**src/rtl/mmio_fifo_responder.sv**
```systemverilog
// mmio_fifo_responder: 4-word MMIO window bridging the CPU to TX/RX stream FIFOs.
// Optional irq output is enabled by defining MMIO_FIFO_IRQ_EN.
module mmio_fifo_responder #(
    parameter int                    ADDR_WIDTH = 6,
    parameter int                    DATA_WIDTH = 16,
    parameter logic [ADDR_WIDTH-1:0] BASE       = 6'h3C,
    parameter int                    DEPTH_LOG2 = 2
) (
    input  logic                  clk,
    input  logic                  rst,
    input  logic                  we,
    input  logic [ADDR_WIDTH-1:0] addr,
    input  logic [DATA_WIDTH-1:0] data,
    output logic [DATA_WIDTH-1:0] out,
    output logic                  hit,
    output logic [DATA_WIDTH-1:0] tx_data,
    output logic                  tx_valid,
    input  logic                  tx_ready,
    input  logic [DATA_WIDTH-1:0] rx_data,
    input  logic                  rx_valid,
    output logic                  rx_ready
`ifdef MMIO_FIFO_IRQ_EN
    ,
    output logic                  irq
`endif
);

    localparam int DEPTH = 1 << DEPTH_LOG2;
    localparam int PW    = DEPTH_LOG2 + 1;

    logic [DATA_WIDTH-1:0] tx_mem [DEPTH];
    logic [DATA_WIDTH-1:0] rx_mem [DEPTH];
    logic [PW-1:0]         tx_wr, tx_rd, rx_wr, rx_rd;
    logic [PW-1:0]         tx_count, rx_count;
    logic                  tx_full, tx_empty, rx_full, rx_empty;
    logic                  tx_ovf, rx_udf, irq_en;

    logic                  sel;
    logic [1:0]            offset;
    logic                  tx_wr_req, ctrl_wr;
    logic                  tx_push, tx_pop, rx_push, rx_pop;
    logic                  tx_flush, rx_flush, clr_sticky;
    logic                  ovf_set, udf_set;
    logic [DATA_WIDTH-1:0] rx_head, status, rdata;
    logic                  unused_data;

    assign unused_data = ^data[DATA_WIDTH-1:5];

    assign sel    = (addr[ADDR_WIDTH-1:2] == BASE[ADDR_WIDTH-1:2]);
    assign offset = addr[1:0];

    // Pointer-based occupancy: equal means empty, MSB-only difference means full.
    assign tx_empty = (tx_wr == tx_rd);
    assign rx_empty = (rx_wr == rx_rd);
    assign tx_full  = (tx_wr[PW-1] != tx_rd[PW-1]) &&
                      (tx_wr[PW-2:0] == tx_rd[PW-2:0]);
    assign rx_full  = (rx_wr[PW-1] != rx_rd[PW-1]) &&
                      (rx_wr[PW-2:0] == rx_rd[PW-2:0]);
    assign tx_count = tx_wr - tx_rd;
    assign rx_count = rx_wr - rx_rd;

    assign tx_valid = !tx_empty;
    assign rx_ready = !rx_full;
    assign tx_data  = tx_empty ? '0 : tx_mem[tx_rd[PW-2:0]];
    assign rx_head  = rx_empty ? '0 : rx_mem[rx_rd[PW-2:0]];

    assign tx_wr_req  = we && sel && (offset == 2'd0);
    assign ctrl_wr    = we && sel && (offset == 2'd2);
    assign clr_sticky = ctrl_wr && data[0];
    assign tx_flush   = ctrl_wr && data[1];
    assign rx_flush   = ctrl_wr && data[2];

    // A pop in the same cycle frees the slot, so a push into a full FIFO still lands.
    assign tx_pop  = tx_valid && tx_ready;
    assign tx_push = tx_wr_req && (!tx_full || tx_pop);
    assign ovf_set = tx_wr_req && tx_full && !tx_pop;
    assign rx_push = rx_valid && rx_ready;
    assign rx_pop  = ctrl_wr && data[3] && !rx_empty;
    assign udf_set = ctrl_wr && data[3] && rx_empty;

    // Assemble the register view of the current state.
    always_comb begin
        status      = DATA_WIDTH'(rx_count) << 8;
        status[5:0] = {rx_udf, tx_ovf, rx_empty, rx_full, tx_empty, tx_full};
        rdata       = '0;
        unique case (offset)
            2'd0: rdata = DATA_WIDTH'(tx_count);
            2'd1: rdata = status;
            2'd2: rdata = DATA_WIDTH'(irq_en);
            2'd3: rdata = rx_head;
            default: rdata = '0;
        endcase
    end

    // Registered read port with one-cycle latency, like the memory beside it.
    always_ff @(posedge clk) begin
        if (rst) begin
            out <= '0;
            hit <= 1'b0;
        end else begin
            out <= sel ? rdata : '0;
            hit <= sel;
        end
    end

    // TX pointers; flush overrides any push or pop in the same cycle.
    always_ff @(posedge clk) begin
        if (rst || tx_flush) begin
            tx_wr <= '0;
            tx_rd <= '0;
        end else begin
            if (tx_push) tx_wr <= tx_wr + PW'(1);
            if (tx_pop)  tx_rd <= tx_rd + PW'(1);
        end
    end

    // RX pointers; flush overrides any push or pop in the same cycle.
    always_ff @(posedge clk) begin
        if (rst || rx_flush) begin
            rx_wr <= '0;
            rx_rd <= '0;
        end else begin
            if (rx_push) rx_wr <= rx_wr + PW'(1);
            if (rx_pop)  rx_rd <= rx_rd + PW'(1);
        end
    end

    // FIFO storage; contents are only visible through the pointers.
    always_ff @(posedge clk) begin
        if (tx_push) tx_mem[tx_wr[PW-2:0]] <= data;
        if (rx_push) rx_mem[rx_wr[PW-2:0]] <= rx_data;
    end

    // Sticky error flags and irq enable; a new event beats a clear.
    always_ff @(posedge clk) begin
        if (rst) begin
            tx_ovf <= 1'b0;
            rx_udf <= 1'b0;
            irq_en <= 1'b0;
        end else begin
            tx_ovf <= ovf_set || (tx_ovf && !clr_sticky);
            rx_udf <= udf_set || (rx_udf && !clr_sticky);
            if (ctrl_wr) irq_en <= data[4];
        end
    end

`ifdef MMIO_FIFO_IRQ_EN
    // Level interrupt that follows its causes one edge later.
    always_ff @(posedge clk) begin
        if (rst) irq <= 1'b0;
        else     irq <= irq_en && (!rx_empty || tx_ovf || rx_udf);
    end
`endif

endmodule

```
**config.mk**
```make
export PLATFORM = sky130hd
export DESIGN_NAME = mmio_fifo_responder
export DESIGN_NICKNAME = d
export VERILOG_FILES = /design/src/rtl/mmio_fifo_responder.sv
export SDC_FILE = /design/constraint.sdc
export NUM_CORES = 1
export LEC_CHECK = 0
export BUFFER_PORTS_ARGS = -buffer_cell sky130_fd_sc_hd__buf_2
export CAP_MARGIN = 25
export CORE_MARGIN = 4
export CORE_UTILIZATION = 55
export DETAILED_ROUTE_END_ITERATION = 10
export GPL_TIMING_DRIVEN = 0
export PLACE_DENSITY = 0.76
export SLEW_MARGIN = 30
export SYNTH_ARGS = -nofsm -noshare
export SYNTH_HDL_FRONTEND = slang
export SYNTH_SLANG_ARGS = --single-unit
```
**constraint.sdc**
```tcl
create_clock -name clk -period 6.13 [get_ports clk]
set_input_delay 0.9195 -clock clk [delete_from_list [all_inputs] [get_ports clk]]
set_output_delay 0.9195 -clock clk [all_outputs]
set_load 0.02 [all_outputs]
```
Yosys cells after proc, flatten, opt, wreduce, memory -nomap -nowiden
Memories as Yosys holds them, arrays and structs flattened. A register that Yosys moved wholly into a read port is not among the register bits. Index checks and enable logic that the tools add are counted. W data, S select, Z words.

Register bits after elaboration: 32. Bits in writable memories: 128. Bits of input ports: 43. Output and inout port bits: 35. Logic and storage cells: 70. Memories: 2.

Memories: rx_mem (words 4, bits a word 16, read ports 1, clocked after memory_dff 1, write ports 1, line 32) `logic [DATA_WIDTH-1:0] rx_mem [DEPTH];`; tx_mem (words 4, bits a word 16, read ports 1, clocked after memory_dff 1, write ports 1, line 31) `logic [DATA_WIDTH-1:0] tx_mem [DEPTH];`.

$add $sub $neg: 6. Equal/unequal tests: 10. Muxes and demuxes: 11. Bitwise operators: 1. Reductions and logical operators: 31.

Operators with widths (number): $pmux W16 S4 (1); $mux W16 (2); $logic_and A1 B1 Y1 (18); $add A3 B1 Y3 const B (4); $mux W2 (4); $eq A3 B3 Y1 (2); $logic_not A1 Y1 (6); $sub A3 B3 Y3 (2); $logic_or A1 B1 Y1 (5); $eq A2 B2 Y1 (2); $eq A2 B2 Y1 const B (2); $eq A4 B4 Y1 const B (1); $mux W1 (4); $eq A2 B1 Y1 const B (1); $logic_not A2 Y1 (1); $ne A1 B1 Y1 (2); $reduce_or A2 Y1 (1); $not A1 Y1 (1).

Depth between registers and ports, before layout
Gate-level depths: netlist of run 1.

Depth after elaboration: 7. Depth in mapped cells: 7. Mapped depth without buffers: 6.

Worst setup path after synthesis of run 1
Ideal clock, no wire load.

Kind: reg2out. Start: reg tx_wr[0]. End: out tx_data[12]. Arrival time: 1.780 ns. Data required time: 5.210 ns. Slack: 3.430 ns. Cell stages (with the launch flop): 8. Path through: dfxtp_1 inv_1 ha_1 nand2_1 nor2_1 clkbuf_1 clkbuf_1 and2b_1.

Word-level cells in the longest chain between the ends: 2.

Ends and longest elaborated chain: start: declaration (line 33) `logic [PW-1:0] tx_wr, tx_rd, rx_wr, rx_rd;`; start signal: assignment (line 112) `if (tx_push) tx_wr <= tx_wr + PW'(1);`; $eq A3 B3 Y1 (line 53) `assign tx_empty = (tx_wr == tx_rd);`; $mux W16 (line 64) `assign tx_data = tx_empty ? '0 : tx_mem[tx_rd[PW-2:0]];`; end: declaration (line 16) `output logic [DATA_WIDTH-1:0] tx_data,`.

No other way between the ends.

Worst setup path in the final report of run 1
Ends and elaborated chain as after synthesis.

==> results of run 1 <==
## metal layers
metal  part of all wire, %  routed length (microns)  vias up  GRT usage, %
li1                      -                        -     1635             -
met1                    42                     4980     1729          23.4
met2                    52                     6200       82          32.2
met3                   4.4                      519       15          5.49
met4                   1.7                      202        0          5.96
met5                     0                        0        -             0
## logic make-up after synthesis
logic type | count (synthesis)
xor gates and xnor gates | 10
and+or+nand+nor | 86
AOI/OAI and AO/OA | 35
adders and majority gates | 16
DFF | 164
buffers and inverters | 30
muxes | 35
## sequential cells by signal, summed over array words and instances (netlist names), named ones only
signal	count
tx_wr	3
out	16
rx_rd	3
tx_rd	3
tx_mem	64
rx_udf	1
rx_wr	3
tx_ovf	1
irq_en	1
rx_mem	64
hit	1
## metrics by stage
stage	area, sq um	setup slack [ns]
finish	7650	2.42
global route	7650	2.23
CTS	7650	2.39
detailed placement	7020	2.88
global placement	7010	2.85
floorplan	6450	3.43
## cell type report
cell class | instances | area, sq um | area share (%)
flip-flops and latches | 164 | 4560 | 59.7
inverters | 16 | 60.1 | 0.785
clock inverters | 11 | 176 | 2.31
multi-input cells | 182 | 1760 | 23.0
well taps | 143 | 179 | 2.34
plain buffers | 14 | 66.3 | 0.867
repair buffers | 77 | 395 | 5.17
clock buffers | 21 | 450 | 5.89
## Yosys cell counts (all sizes together), types with 2 or more instances
library cell  instances  share of area, %
a211oi                3              0.35
a21oi                12              0.93
a31o                  2              0.27
a31oi                 3              0.29
and2                  4              0.39
and3                  4              0.39
buf                   9              0.74
clkbuf                5              0.29
dfxtp                36                11
edfxtp              128                60
fa                    2              0.62
ha                   14               2.7
inv                  16              0.93
mux2i                 3              0.47
mux4                 32                11
nand2                 9              0.52
nand2b                4              0.39
nand3                10              0.85
nand4                 2              0.19
nor2                 19               1.1
nor2b                23               2.2
nor3                  2              0.16
o21ai                 7              0.54
or3                   4              0.41
xnor2                 6              0.93
xor2                  4              0.54
## power by group
part,total [mW],internal [mW],switching [mW]
combinational,0.0885,0.0339,0.0546
sequential,1.23,1.22,0.00606
clock,1.11,0.695,0.413
total,2.42,1.95,0.473
## worst reg2reg max path, cell delays in order (launching register included)
cell and delay [ns]:
sky130_fd_sc_hd__dfxtp_1 0.39, sky130_fd_sc_hd__inv_1 0.11, sky130_fd_sc_hd__ha_1 0.33, sky130_fd_sc_hd__nand2_1 0.18, sky130_fd_sc_hd__o311a_1 0.26, sky130_fd_sc_hd__and2_1 0.72
## cells in the final DEF, fill, tap and decap left out, types with 2 or more instances in the layout
| cell type | Yosys | layout |
|---|---|---|
| sky130_fd_sc_hd__a211oi_1 | 3 | 3 |
| sky130_fd_sc_hd__a21oi_1 | 12 | 12 |
| sky130_fd_sc_hd__a31o_2 | 2 | 2 |
| sky130_fd_sc_hd__a31oi_1 | 3 | 3 |
| sky130_fd_sc_hd__and2_1 | 4 | 4 |
| sky130_fd_sc_hd__and3_1 | 4 | 4 |
| sky130_fd_sc_hd__buf_1 | 2 | 2 |
| sky130_fd_sc_hd__buf_2 | 5 | 81 |
| sky130_fd_sc_hd__buf_4 | 2 | 2 |
| sky130_fd_sc_hd__bufinv_16 | 0 | 4 |
| sky130_fd_sc_hd__clkbuf_1 | 5 | 8 |
| sky130_fd_sc_hd__clkbuf_16 | 0 | 17 |
| sky130_fd_sc_hd__clkinv_4 | 0 | 4 |
| sky130_fd_sc_hd__dfxtp_1 | 36 | 36 |
| sky130_fd_sc_hd__edfxtp_1 | 128 | 128 |
| sky130_fd_sc_hd__fa_1 | 2 | 2 |
| sky130_fd_sc_hd__ha_1 | 14 | 14 |
| sky130_fd_sc_hd__inv_1 | 16 | 16 |
| sky130_fd_sc_hd__mux2i_1 | 3 | 3 |
| sky130_fd_sc_hd__mux4_2 | 32 | 32 |
| sky130_fd_sc_hd__nand2_1 | 9 | 9 |
| sky130_fd_sc_hd__nand2b_1 | 4 | 4 |
| sky130_fd_sc_hd__nand3_1 | 9 | 9 |
| sky130_fd_sc_hd__nand4_1 | 2 | 2 |
| sky130_fd_sc_hd__nor2_1 | 19 | 18 |
| sky130_fd_sc_hd__nor2b_1 | 23 | 23 |
| sky130_fd_sc_hd__nor3_1 | 2 | 2 |
| sky130_fd_sc_hd__o21ai_0 | 6 | 6 |
| sky130_fd_sc_hd__or3_1 | 3 | 3 |
| sky130_fd_sc_hd__xnor2_1 | 5 | 5 |
| sky130_fd_sc_hd__xor2_1 | 4 | 4 |
## worst paths after layout
kind / to / slack, ns / depth (start not counted)
max: tx_data[12] / 2.42 / 8
max reg2reg: tx_mem[0][12]$_DFFE_PP_ / 3.77 / 5
min: tx_ovf$_SDFF_PP0_ / 0.50 / 2
min reg2reg: tx_ovf$_SDFF_PP0_ / 0.50 / 2
==> run summary, run 1 <==
Outcome
* **run status** finished clean

Synthesis
* **Unique masters post-synth** 45
* **cell count after synthesis** 376
* **number of flip-flops and latches in the synthesized netlist** 164
* **synthesized netlist net count** 435
* **number of synthesized flops with an enable pin** 128
* **simple-gate share of the synthesized area** 7.26%
* **largest family of logic cells by synthesized area** multiplexers
* **netlist area before placement** 6450 sq um
* **mux contribution to synthesized area** 11.6%
* **Synth Area in Compound Gates** 3.51%
* **proportion of register bits with asynchronous set or reset after synthesis** 0%
* **xor and xnor fraction of the mapped netlist area** 1.48%
* **share of synthesized cell area in full adder, half adder and majority cells** 3.34%
* **leading register cell type out of synthesis** sky130_fd_sc_hd__edfxtp_1
* **YS warnings** 0
* **average size of a mapped cell** 17.1 sq um
* **sequential-to-total area share from yosys stat** 70.8%

Layout
* **post-synthesis to final-layout area growth** 18.7%
* **Antenna Cells** 0
* **Layout Nets** 531
* **filler cell count in the final layout** 740
* **non-filler cells, final** 628
* **fraction of layout cells with a size suffix above 1** 31.3%
* **fin util** 66.7%

Timing
* **Final setup violation count** 0
* **sum of negative setup slack** 0 ns
* **worst rel slew slack** 41.8%
* **min Tclk post-route** 3.71 ns
* **final hold slack** 0.496 ns
* **unrepaired setup endpoints after global routing** no
* **worst setup skew after layout** 0.00913 ns
* **worst-margin pin slew** 0.873 ns
* **total count of hold-check failures in the final report** 0
* **period utilisation layout** 60.5%
* **Max Clock Freq** 270 MHz
* **pins over their slew limit** 0

Worst setup path
* **max incr delay on CP** 0.45 ns
* **maximum fanout along the worst path** 10
* **slowest cell on the critical path** sky130_fd_sc_hd__clkbuf_1
* **Data arrival, critical path** 2.79 ns
* **Crit. Startpoint** tx_wr[0]$_SDFFE_PP0N_
* **Crit Path Category** flop to primary output
* **Critical Path End Type** primary output
* **total buffers and inverters traversed by the critical path** 4
* **startpoint types** flop
* **cell-by-cell trace of the critical path** inv_1 -> ha_1 -> nand2_1 -> nor2_1 -> clkbuf_1 -> clkbuf_1 -> and2b_1 -> buf_2
* **required time of the critical path** 5.21 ns
* **family with the most delay on the worst path** buffers and inverters
* **Critical R2R Launch** tx_wr[0]$_SDFFE_PP0N_
* **cell mode on critical path** sky130_fd_sc_hd__clkbuf_1

Global route
* **number of antenna violations at the first check in global routing** 0
* **grt total ovfl** 0
* **maximum number of pins on one net before global-route repair** 17
* **first-pass GRT wire length** 18.6 mm
* **number of global-route vias before repair** 3,519
* **global-route usage over all layers** 18.9%

Clock network
* **Bufs on Longest Clock Path** 2
* **buffer type at the clock tree root** sky130_fd_sc_hd__clkbuf_16
* **count of H-tree levels built during CTS** 4
* **# resized after CTS** 0
* **Clock transition at path regs** 0.06 ns
* **number of buffers created by CTS** 17
* **hold buffer count at CTS** 0
* **clk sink count** 164
* **clock tree from TritonCTS** done
* **postcts setup bufs** 0
* **Clock Latency Late Sink** 0.42 ns

Floorplan
* **die extent in x** 116 microns
* **initial standard-cell utilization of the core** 56.2%
* **# rows** 39
* **y dimension of the die** 116 microns
* **total die area** 13,500 sq um
* **placeable core region** 11,500 sq um
* **number of top-level pins** 78

Place
* **detailed placement HPWL** 7.57 mm
* **Placed Cells incl. Taps** 596
* **port buffer count** 76
* **placer's final routability congestion estimate** 0.833

Detailed routing
* **average wire length per cell after detail routing** 19.0 microns
* **initial DRC count** 202
* **detailed-router iteration count before antenna repair** 5
* **Antenna Violating Nets Remaining** 0
* **vias after detailed routing** 3,461
* **final wirelength** 11.9 mm
* **Post-route DRC** 0
* **via-per-instance ratio** 5.51

Run
* **Max-Cap Viols** 0

Hold path
* **hold path startpoint** tx_ovf$_SDFF_PP0_
* **Worst Hold Class** flop to flop

Power
* **maximum resistive drop on vdd** 0.000288 V
* **total power draw** 2.42 mW
* **Static Leak** 2.75 nW
* **power per cell area** 317 nW/um^2

No activity file was read; power rests on OpenSTA's default activity.
==> run 2, diff against run 1 <==
--- a/config.mk
+++ b/config.mk
@@ -8,10 +8,10 @@
 export BUFFER_PORTS_ARGS = -buffer_cell sky130_fd_sc_hd__buf_2
 export CAP_MARGIN = 25
 export CORE_MARGIN = 4
-export CORE_UTILIZATION = 55
+export CORE_UTILIZATION = 52
 export DETAILED_ROUTE_END_ITERATION = 10
 export GPL_TIMING_DRIVEN = 0
-export PLACE_DENSITY = 0.76
+export PLACE_DENSITY = 0.75
 export SLEW_MARGIN = 30
 export SYNTH_ARGS = -nofsm -noshare
 export SYNTH_HDL_FRONTEND = slang
==> constraint.sdc (replaced) <==
create_clock -name clk -period 3.15 [get_ports clk]
set_input_delay 0.4725 -clock clk [delete_from_list [all_inputs] [get_ports clk]]
set_output_delay 0.4725 -clock clk [all_outputs]
set_load 0.02 [all_outputs]
==> run 2 against run 1 <==
Largest cell class unchanged. Power rose by 87%. Critical path type unchanged. Clock-buffer cell count fell by 2. Die area rose by 5.4%. Hold slack got worse by 0.23 ns. Wire length rose by 1.8%. Critical path depth fell by 1. Sequential power rose by 94%. Global-route usage fell by 0.90 points. Combinational power rose by 94%. Final area fell by 0.46%.
==> run summary, run 2 (same netlist as run 1, synthesis figures left out) <==
Clock network
* **count of H-tree levels built during CTS** 4, unchanged
* **postcts setup bufs** 0, unchanged
* **hold buffer count at CTS** 0, unchanged
* **clk sink count** 164, unchanged
* **number of buffers created by CTS** 17, unchanged
* **clock tree from TritonCTS** done
* **Clock Latency Late Sink** 0.42 ns, about the same
* **Clock transition at path regs** 0.06 ns, about the same
* **Bufs on Longest Clock Path** 2, unchanged
* **buffer type at the clock tree root** sky130_fd_sc_hd__clkbuf_16

Detailed routing
* **Post-route DRC** 0, unchanged
* **vias after detailed routing** 3,509, +1.4%
* **average wire length per cell after detail routing** 18.6 microns, -1.9%
* **final wirelength** 12.1 mm, +1.8%
* **detailed-router iteration count before antenna repair** 4, -1
* **initial DRC count** 259, +28%
* **via-per-instance ratio** 5.38, -2.3%
* **Antenna Violating Nets Remaining** 0, unchanged

Power
* **share of total power in the clock network** 43.6%, -2.1 points
* **Static Leak** 2.73 nW, -0.98%
* **register share of total power** 52.6%, +2.0 points
* **maximum resistive drop on vdd** 0.000584 V, +100%
* **switching fraction of total power** 20.6%, +1.1 points
* **P_int** 3.61 mW, +85%
* **total power draw** 4.54 mW, +87%
* **switching power** 0.934 mW, +97%
* **relative contribution of combinational cells to total power** 3.8%, about the same
* **power per cell area** 596 nW/um^2, +88%

Worst setup path
* **cell count of the worst reg-to-reg path** 5, unchanged
* **Critical R2R Launch** tx_wr[0]$_SDFFE_PP0N_
* **Crit. Startpoint** tx_wr[0]$_SDFFE_PP0N_
* **family with the most delay on the worst path** buffers and inverters
* **startpoint types** flop
* **Data arrival, critical path** 2.35 ns, -0.44 ns
* **Crit Path Category** flop to primary output
* **required time of the critical path** 2.68 ns, -2.53 ns
* **maximum fanout along the worst path** 19, +9
* **cell-by-cell trace of the critical path** inv_1 -> ha_1 -> nand2_1 -> nor2_1 -> clkbuf_2 -> and2b_1 -> buf_2
* **setup slack on the worst flop-to-flop path** 0.76 ns, -3.01 ns
* **slowest cell on the critical path** sky130_fd_sc_hd__clkbuf_2
* **Critical Path End Type** primary output
* **RR Endpoint** tx_mem[0][3]$_DFFE_PP_
* **total buffers and inverters traversed by the critical path** 3, -1
* **max incr delay on CP** 0.41 ns, -0.04 ns

Floorplan
* **# rows** 40, +2.6%
* **y dimension of the die** 119 microns, +2.6%
* **number of top-level pins** 78, unchanged
* **die extent in x** 119 microns, +2.6%
* **total die area** 14,200 sq um, +5.4%
* **initial standard-cell utilization of the core** 53.4%, -2.8 points
* **placeable core region** 12,100 sq um, +5.2%

Global route
* **number of global-route vias before repair** 3,587, +1.9%
* **maximum number of pins on one net before global-route repair** 17, unchanged
* **first-pass GRT wire length** 19.2 mm, +3.0%
* **global-route usage over all layers** 18.0%, -0.90 points
* **grt total ovfl** 0, unchanged
* **number of antenna violations at the first check in global routing** 2, +2

Layout
* **most frequent cells in the layout** sky130_fd_sc_hd__edfxtp_1 (128), sky130_fd_sc_hd__buf_2 (81), sky130_fd_sc_hd__dfxtp_1 (36)
* **Antenna Cells** 0, unchanged
* **post-synthesis to final-layout area growth** 18.1%
* **area of the multi-input gates** 1760 sq um, unchanged
* **most common cell after layout, fill and taps aside** sky130_fd_sc_hd__edfxtp_1
* **fraction of layout cells with a size suffix above 1** 31.6%, +0.27 points
* **Non-Filler Cell Area, Final** 7610 sq um, -0.46%
* **Layout Nets** 530, -0.19%
* **Sequential Area** 4560 sq um, unchanged
* **filler cell count in the final layout** 867, +17%

Hold path
* **hold path startpoint** rx_data[10]
* **worst-case hold path end point** rx_mem[0][10]$_DFFE_PP_
* **Worst Hold Class** input pin to flop
* **hold-critical path depth** 1, -1

Place
* **detailed placement HPWL** 7.86 mm, +3.8%
* **port buffer count** 76, unchanged
* **instance area at placement** 7050 sq um, +0.39%
* **worst slack at placement** 0.274 ns, -2.60 ns
* **placer's final routability congestion estimate** 0.774, -7.1%

Run
* **Max-Cap Viols** 0, unchanged

Timing
* **period utilisation layout** 89.5%
* **Final setup violation count** 0, unchanged
* **setup ws final** 0.332 ns, -2.09 ns
* **total count of hold-check failures in the final report** 0, unchanged
* **unrepaired setup endpoints after global routing** no
* **worst setup skew after layout** 0.00648 ns, -0.00265 ns
* **min Tclk post-route** 2.82 ns
* **Max Clock Freq** 355 MHz
* **worst-margin pin slew** 0.902 ns, +0.0287 ns
* **worst rel slew slack** 39.9%, -1.9 points
* **pins over their slew limit** 0, unchanged
* **sum of negative setup slack** 0 ns, unchanged

Outcome
* **run status** finished clean

==> run 2: cell type report <==
type,count,area share [%]
sequential,164,59.9
inverter,16,0.789
multi-input combinational,182,23.1
clock inverter,13,1.76
clock buffer,19,5.69
buffer,13,0.838
timing repair buffer,77,5.14
tap,168,2.76
==> run 2: per-layer routing <==
metal	share of wire [%]	track usage [%]	vias up
met1	41	21.4	1749
met4	1.4	7.16	4
met5	0.17	0	-
li1	-	-	1634
met2	51	31.0	100
met3	6.0	5.03	22
==> run 2: timing repair <==
action | CTS | global route
endpoints found under the setup margin | 10 | 10
pin swaps | 0 | 0
gates resized for setup | 1 | 0
==> run 2: stage by stage <==
stage                     hold slack, ns  std cells  utilization, %
after floorplan                    0.444        376               -
after global placement             0.475        620            58.3
after detailed placement           0.480        621            58.5
after CTS                          0.246        653            63.2
after global routing               0.256        652            63.1
final                              0.262        652            63.1
==> run 2: worst max path at each step <==
stage / end / slack (ns) / depth (start not counted)
after floorplan: tx_data[12] / 0.90 / 7
after global placement: tx_mem[3][8]$_DFFE_PP_ / 0.22 / 4
after detailed placement: tx_data[12] / 0.27 / 8
after CTS: tx_data[12] / 0.01 / 8
after global routing: tx_data[12] / 0.14 / 7
final: tx_data[12] / 0.33 / 7
==> run 2: power groups by stage <==
stage	registers (mW)	logic (mW)	clock network, mW
final	2.39	0.172	1.98
after global routing	2.39	0.191	2.10
after CTS	2.39	0.173	2.00
after detailed placement	2.44	0.171	0
after global placement	2.43	0.165	0
after floorplan	2.43	0.0941	0
==> run 2: worst register-to-register path: stages, from the launching register on <==
cell and delay [ns]:
sky130_fd_sc_hd__dfxtp_1 0.38, sky130_fd_sc_hd__inv_1 0.12, sky130_fd_sc_hd__ha_1 0.34, sky130_fd_sc_hd__nand2_1 0.18, sky130_fd_sc_hd__o311a_1 0.25, sky130_fd_sc_hd__and2_1 0.74
